===== src/rtl/asl_filter_pkg.sv =====
// Shared types for the ASL prediction filter: FSM states, class/ASCII types
// and the class-index to letter mapping (J and Z are motion signs, so absent).
package asl_filter_pkg;

  typedef enum logic [1:0] {
    IDLE   = 2'd0,
    COUNT  = 2'd1,
    LOCKED = 2'd2
  } state_t;

  localparam int NUM_CLASSES_DEF = 24;

  typedef logic [4:0] class_idx_t;
  typedef logic [7:0] ascii_t;

  function automatic ascii_t idx_to_ascii(input class_idx_t idx);
    ascii_t r_ch;
    if (idx >= 5'(NUM_CLASSES_DEF)) begin
      r_ch = 8'h3F;
    end else if (idx <= 5'd8) begin
      r_ch = 8'h41 + {3'b000, idx};
    end else begin
      // indices past 'I' skip over 'J'
      r_ch = 8'h42 + {3'b000, idx};
    end
    return r_ch;
  endfunction

endpackage


===== src/rtl/asl_letter_lut.sv =====
// Combinational class-index to ASCII letter lookup used on the commit path.
module asl_letter_lut
  import asl_filter_pkg::*;
(
  input  logic [4:0] i_idx,
  output logic [7:0] o_ascii
);

  assign o_ascii = idx_to_ascii(i_idx);

endmodule


===== src/rtl/asl_prediction_filter.sv =====
// Debounces argmax winners into committed ASCII letters on a ready/valid port.
// Optional stale-candidate timeout enabled by defining ASL_FILTER_TIMEOUT_EN.
module asl_prediction_filter
  import asl_filter_pkg::*;
#(
  parameter int          NUM_CLASSES    = NUM_CLASSES_DEF,
  parameter int          STABLE_COUNT   = 4,
  parameter logic [7:0]  SCORE_THRESH   = 8'd64
`ifdef ASL_FILTER_TIMEOUT_EN
  ,
  parameter int          TIMEOUT_CYCLES = 50_000_000
`endif
)
(
  input  logic        clk,
  input  logic        reset,
  input  logic [7:0]  data_in,
  input  logic [4:0]  idx_in,
  input  logic        valid_i,
  output logic [7:0]  letter_ascii,
  output logic [4:0]  letter_idx,
  output logic        out_valid,
  input  logic        out_ready,
  output logic        overflow_o,
  output logic        illegal_o,
  output logic [15:0] commit_count
);

  localparam logic [3:0] STABLE_N = 4'(STABLE_COUNT);
  localparam logic [5:0] NUM_N    = 6'(NUM_CLASSES);

  state_t      r_state, w_state_next;
  logic [4:0]  r_cand, w_cand_next;
  logic [3:0]  r_count, w_count_next;
  logic        w_legal, w_qual, w_new_cand, w_commit, w_illegal_beat, w_timeout;
  logic [7:0]  w_ascii;

  logic [7:0]  r_letter_ascii;
  logic [4:0]  r_letter_idx;
  logic        r_out_valid, r_overflow, r_illegal;
  logic [15:0] r_commit_count;

  assign w_legal    = {1'b0, idx_in} < NUM_N;
  assign w_qual     = valid_i & w_legal & (data_in >= SCORE_THRESH);
  assign w_new_cand = (r_state == IDLE) || (idx_in != r_cand);

`ifdef ASL_FILTER_TIMEOUT_EN
  localparam int TMR_W = (TIMEOUT_CYCLES > 2) ? $clog2(TIMEOUT_CYCLES) : 1;
  logic [TMR_W-1:0] r_timer;

  // a valid_i in the timeout cycle wins, so the timer only fires when idle
  assign w_timeout = (r_state != IDLE) && !valid_i &&
                     (r_timer == TMR_W'(TIMEOUT_CYCLES - 1));

  always_ff @(posedge clk) begin
    if (reset || valid_i || (r_state == IDLE) || w_timeout) begin
      r_timer <= '0;
    end else begin
      r_timer <= r_timer + 1'b1;
    end
  end
`else
  assign w_timeout = 1'b0;
`endif

  always_ff @(posedge clk) begin
    if (reset) begin
      r_state <= IDLE;
      r_cand  <= '0;
      r_count <= '0;
    end else begin
      r_state <= w_state_next;
      r_cand  <= w_cand_next;
      r_count <= w_count_next;
    end
  end

  always_comb begin
    w_state_next = r_state;
    w_cand_next  = r_cand;
    w_count_next = r_count;
    if (valid_i) begin
      if (!w_qual) begin
        // a low-confidence gap re-arms emission of the same letter
        w_state_next = IDLE;
        w_count_next = '0;
      end else if (w_new_cand) begin
        w_cand_next  = idx_in;
        w_count_next = 4'd1;
        w_state_next = (STABLE_N == 4'd1) ? LOCKED : COUNT;
      end else if (r_state == COUNT) begin
        w_count_next = r_count + 4'd1;
        if (r_count + 4'd1 == STABLE_N) begin
          w_state_next = LOCKED;
        end
      end
    end else if (w_timeout) begin
      w_state_next = IDLE;
      w_count_next = '0;
    end
  end

  always_comb begin
    w_illegal_beat = valid_i & ~w_legal;
    w_commit       = 1'b0;
    if (w_qual) begin
      if (w_new_cand) begin
        w_commit = (STABLE_N == 4'd1);
      end else if (r_state == COUNT) begin
        w_commit = (r_count + 4'd1 == STABLE_N);
      end
    end
  end

  asl_letter_lut u_lut (
    .i_idx   (idx_in),
    .o_ascii (w_ascii)
  );

  always_ff @(posedge clk) begin
    if (reset) begin
      r_letter_ascii <= '0;
      r_letter_idx   <= '0;
      r_out_valid    <= 1'b0;
      r_overflow     <= 1'b0;
      r_illegal      <= 1'b0;
      r_commit_count <= '0;
    end else begin
      if (w_illegal_beat) begin
        r_illegal <= 1'b1;
      end
      if (w_commit) begin
        // an unaccepted letter is never overwritten
        if (r_out_valid && !out_ready) begin
          r_overflow <= 1'b1;
        end else begin
          r_letter_ascii <= w_ascii;
          r_letter_idx   <= idx_in;
          r_out_valid    <= 1'b1;
          r_commit_count <= r_commit_count + 16'd1;
        end
      end else if (r_out_valid && out_ready) begin
        r_out_valid <= 1'b0;
      end
    end
  end

  assign letter_ascii = r_letter_ascii;
  assign letter_idx   = r_letter_idx;
  assign out_valid    = r_out_valid;
  assign overflow_o   = r_overflow;
  assign illegal_o    = r_illegal;
  assign commit_count = r_commit_count;

endmodule


===== config.mk =====
export PLATFORM = sky130hd
export DESIGN_NAME = asl_prediction_filter
export DESIGN_NICKNAME = d
export VERILOG_FILES = /design/src/rtl/asl_filter_pkg.sv /design/src/rtl/asl_letter_lut.sv /design/src/rtl/asl_prediction_filter.sv
export SDC_FILE = /design/constraint.sdc
export NUM_CORES = 1
export LEC_CHECK = 0
export CORE_MARGIN = 2
export CORE_UTILIZATION = 50
export DETAILED_ROUTE_END_ITERATION = 10
export PLACE_DENSITY_LB_ADDON = 0.2
export SYNTH_ARGS = -nofsm -noshare
export SYNTH_HDL_FRONTEND = slang
export SYNTH_HIERARCHICAL = 1
export SYNTH_SLANG_ARGS = --single-unit

===== constraint.sdc =====
create_clock -name clk -period 2.7 [get_ports clk]
set_input_delay 0.81 -clock clk [delete_from_list [all_inputs] [get_ports clk]]
set_output_delay 0.81 -clock clk [all_outputs]
set_load 0.02 [all_outputs]

# Yosys cells after proc, flatten, opt, wreduce, memory -nomap -nowiden
# Cells that the tools add are included.
[totals]
ff_bits = 43
out_inout_bits = 32
mem_bits_rw = 0
in_bits = 17
romBits = 0
latch_bits = 0
mem_count = 0
[classes]
n_bitwise = 5
n_mul = 0
n_addsub = 4
n_eq_ne = 6
n_div = 0
n_shift = 0
n_lt_le_gt_ge = 4
mux = 15
reduce_logical = 12
[ops]
columns = ["operator", "count"]
rows = [
  ["$add 16x1->16 const B", 1],
  ["$add 7x5->8 const A", 2],
  ["$mux 8", 2],
  ["$mux 4", 3],
  ["$ge 8x7->1 const B", 1],
  ["$mux 2", 4],
  ["$reduce_and 2->1", 4],
  ["$mux 1", 6],
  ["$ne 3x1->1 const B", 2],
  ["$reduce_and 3->1", 2],
  ["$ge 5x5->1 const B", 1],
  ["$le 5x4->1 const B", 1],
  ["$lt 5x5->1 const B", 1],
  ["$ne 5x5->1", 1],
  ["$add 4x1->4 const B", 1],
  ["$eq 4x3->1 const B", 1],
  ["$and 1x1->1", 3],
  ["$eq 2x1->1 const B", 1],
  ["$logic_and 1x1->1", 2],
  ["$logic_not 2->1", 1],
  ["$ne 2x2->1 const B", 1],
  ["$not 1->1", 2],
  ["$reduce_bool 2->1", 1],
  ["$logic_not 1->1", 1],
  ["$logic_or 1x1->1", 1],
]

# Logic depth before layout (Yosys ltp)
[depth]
word_depth = 7
depth_mapped = 8
ltp_nobuf = 7

# Modules after synthesis
# Netlist, hierarchy kept.
[modules_own_cells]
columns = ["mod", "seq_area_each_um2", "area_per_inst_um2", "cells_per_inst", "instances"]
rows = [
  ["asl_prediction_filter", 860.8, 1908.1, 235, 1],
  ["asl_letter_lut", 0.0, 230.2, 32, 1],
]

# Worst setup path before layout
# OpenSTA, ideal clock, no wires.
[synth_path]
kind = "input to register"
start = "input port valid_i"
end = "register r_commit_count[13], in the netlist commit_count[13]"
setup_slack_ps = 204
cell_stages = 6
required_time_ps = 2630
t_arrival_ps = 2426
cell_sequence = "clkbuf_1 > nand2_1 > or4_1 > buf_2 > or4_1 > a21oi_1"
[synth_via]
elab_chain_len = 4
[synth_rtl]
columns = ["element", "line", "source"]
rows = [
  ["start, declared", "asl_prediction_filter.sv:19", "input logic valid_i,"],
  ["$and 1x1->1 (2 in series)", "asl_prediction_filter.sv:44", "assign w_qual = valid_i & w_legal & (data_in >= SCORE_THRESH);"],
  ["$mux 1", "asl_prediction_filter.sv:106", "if (w_qual) begin"],
  ["$reduce_and 2->1 (no source line)", "n/a", ""],
  ["end signal, assigned", "asl_prediction_filter.sv:140", "r_commit_count <= r_commit_count + 16'd1;"],
  ["end, declared", "asl_prediction_filter.sv:41", "logic [15:0] r_commit_count;"],
]
# Every way passes these cells.
# A chain may end at the register's enable or synchronous reset.

# Worst setup path in the final report
[layout_path]
start = "input port data_in[6]"
end = "register r_commit_count[10], in the netlist commit_count[10]"
[layout_via]
elab_chain_len = 4
[layout_rtl]
columns = ["element", "line", "source"]
rows = [
  ["start, declared", "asl_prediction_filter.sv:17", "input logic [7:0] data_in,"],
  ["$ge 8x7->1", "asl_prediction_filter.sv:44", ""],
  ["$and 1x1->1", "asl_prediction_filter.sv:44", ""],
  ["$mux 1", "asl_prediction_filter.sv:106", ""],
  ["$reduce_and 2->1 (no source line)", "n/a", ""],
]
# Every way passes these cells.

==> summary.txt <==
Clock Skew = 0.00835 ns
share of the synthesized area in the top cell type = 40.3%
wire per inst = 13.4 µm
Worst Path Buf+Inv = 2
GR Layer Usage met3 = 4.51%
Cell Pwr Density = 450 nW/µm²
r2r setup slk = 0.45 ns
vias per cell = 5.70
fraction of registers with async set/reset = 0%
Top Ports = 49
RSZ-0062 raised after global routing = no
antenna violations before repair = 0
WL final = 5030 µm
largest net degree at the start of global routing = 30
GR peak layer = met2
RR Startpoint = r_count[1]
required time worst endpoint = 2.93 ns
Overflow after GRT = 0
average size of a mapped cell = 8.01 µm²
Hold Crit Class = reg -> reg
most frequent cells after synthesis = nand2_1 (53), dfxtp_1 (43), a21oi_1 (36), o21ai_0 (16), clkbuf_1 (10)
Synth warnings = 6
leakage = 1.05 nW
outcome = finished clean
CP max FO = 5
Die Y = 69.4 µm
CTS Sinks = 43
die area = 4820 µm²
# DRC = 0
CP max stage delay = 0.61 ns
nature of the critical path endpoint = register
share of layout cells above drive strength 1 = 14.5%
Hold Fails Final Rpt = 0
Post-Syn Area = 2140 µm²
GR Util All Layers = 21.5%
vias in the first global route = 1,965
Power Total = 1.29 mW
Synth Net Count = 289
CTS tree = built
CP cell instances = clkdlybuf4s50_1 > a2bb2oi_2 > nand2_1 > or4_1 > buf_4 > or3_1 > a21oi_1
Root Driver = clkbuf_8
clock-pin slew on the worst setup and hold paths = 0.08 ns
final period utilization = 96.7%
top-count cell post-synth = nand2_1
Max Cap Viol = 0
Final ANT Viol Nets = 0
Main synth FF type = dfxtp_1
f_max = 0.383 GHz
setup violators final = 0
WHS Endpoint = letter_ascii[6]
Reg2Reg Depth = 7
peak supply drop = 0.000507 V
PortBufs = 42
length of the first detailed-routing pass in iterations = 4
GRT met1 Usage = 26.6%
WHS Path Cells = 2
total CTS buffers = 5
Final #Nets = 345
post-synthesis sequential area ratio = 40.3%
Final GP Congestion = 0.784
hold slack = 0.456 ns
slowest cell on the critical path = or4_1
# diodes = 0
Die X-Extent = 69.4 µm
maximum clock path buffer count = 2
global-route wire length before repair = 8760 µm
Layout area overhead = 34.3%
Iter 0 DRT Violations = 116
CP Class = in -> reg
Vias = 2,132
H-tree levels = 2
Max Slew Vio Count = 0
Setup crit start kind = primary input
cell family with most CP delay = simple AND/OR/NAND/NOR gates
hpwl dp = 3490 µm
reg2reg end = commit_count[10]
Cells after Synth = 267
Synth area leaders = dfxtp_1 (40%), nand2_1 (9.3%), a21oi_1 (8.4%), o21ai_0 (3.7%), ha_1 (2.9%)
Distinct cells, synth = 46
row count = 23
Tmin final = 2.61 ns
area leader, netlist = dfxtp_1
#FFs+latches synth = 43
area of the core = 4060 µm²
effective utilization at floorplan = 52.7%
Post-synth EDFFs = 0
HP Start = letter_ascii[6]
Filler cells = 322
WP data arrival = 2.84 ns
met2 Track Usage GR = 37.9%
worst skew pair latency = 0.29 ns
[stage by stage]
| step | utilization [%] | setup TNS [ns] | cells | cell area, µm² | setup slack (ns) |
|---|---|---|---|---|---|
| final | 70.8 | 0 | 374 | 2870 | 0.0899 |
| after global routing | 70.8 | 0 | 374 | 2870 | 0.00684 |
| after CTS | 69.8 | 0 | 373 | 2830 | 0.0387 |
| after detailed placement | 66.5 | -8.53 | 364 | 2700 | -0.439 |
| after global placement | 66.5 | -7.47 | 364 | 2700 | -0.389 |
| after floorplan | - | 0 | 267 | 2140 | 0.204 |
[placed cells by master (no fill, tap or decap), types with 3 or more instances in the layout]
cell type,synthesis,routed
xnor2_1,6,6
nand2_1,53,53
o31ai_1,6,5
and2_1,3,3
or4_1,7,4
o21ai_0,16,15
or4_4,0,3
clkdlybuf4s50_1,0,37
dlymetal6s2s_1,0,3
ha_1,5,5
or3_1,9,8
nand3_1,8,8
clkbuf_8,0,6
inv_1,7,7
dfxtp_1,43,43
nor2_1,8,8
a21oi_1,36,34
buf_4,2,23
nand4_1,8,8
[cells by family after synthesis]
logic type	share of synthesized area, %
AND/OR/NAND/NOR	27.7
AO/OA/AOI/OAI	19.7
flip-flops	40.3
buffers and inverters	5.09
XOR/XNOR	3.28
adder cells (fa/ha/maj)	2.93
multiplexers	0.936
other	0.175
[flip-flops by register name, summed over array words and instances, names as in the netlist]
register      flops
overflow_o        1
r_cand            5
letter_ascii      8
r_count           4
commit_count     16
illegal_o         1
letter_idx        5
r_state           2
out_valid         1
[repair_timing]
| action | CTS | global route |
|---|---|---|
| buffers inserted | 1 | 1 |
| gates resized for setup | 4 | 10 |
| hold buffers | 0 | 0 |
| endpoints found under the setup margin | 19 | 8 |
| pin swaps | 1 | 5 |
[area by class of cell]
| cell class | instances | area, µm² | share of cell area, % |
|---|---|---|---|
| clock inverters | 2 | 35.0 | 1.22 |
| multi-input cells | 200 | 1200 | 41.9 |
| repair buffers | 65 | 598 | 20.8 |
| inverters | 8 | 30.0 | 1.05 |
| clock buffers | 6 | 82.6 | 2.87 |
| flip-flops and latches | 43 | 861 | 30.0 |
| well taps | 50 | 62.6 | 2.18 |
[where the power goes]
group	switching [mW]	total, mW	internal [mW]
registers	0.00505	0.645	0.640
clock network	0.221	0.520	0.300
logic	0.0676	0.126	0.0580
total	0.294	1.29	0.998
[how the worst max path moves through the flow]
stage	start	end	depth (start not counted)
after floorplan	valid_i	commit_count[13]	6
after global placement	idx_in[4]	commit_count[5]	6
after detailed placement	idx_in[4]	commit_count[5]	6
after CTS	idx_in[0]	commit_count[15]	7
after global routing	data_in[7]	commit_count[10]	7
final	data_in[6]	commit_count[10]	7
[layer usage]
layer  part of all wire, %  vias up
met4                   1.1        0
met2                    47       66
li1                      -     1059
met3                   5.2        6
met1                    46     1001
met5                     0        -
[worst register-to-register path, delay by kind of cell (launching register included)]
family / cells / cell delay (ns)
AND/OR/NAND/NOR: 4 / 1.27
flip-flops: 1 / 0.39
buffers and inverters: 1 / 0.18
AO/OA/AOI/OAI: 1 / 0.14
adder cells (fa/ha/maj): 1 / 0.21
(Power assumes the default switching activity.)
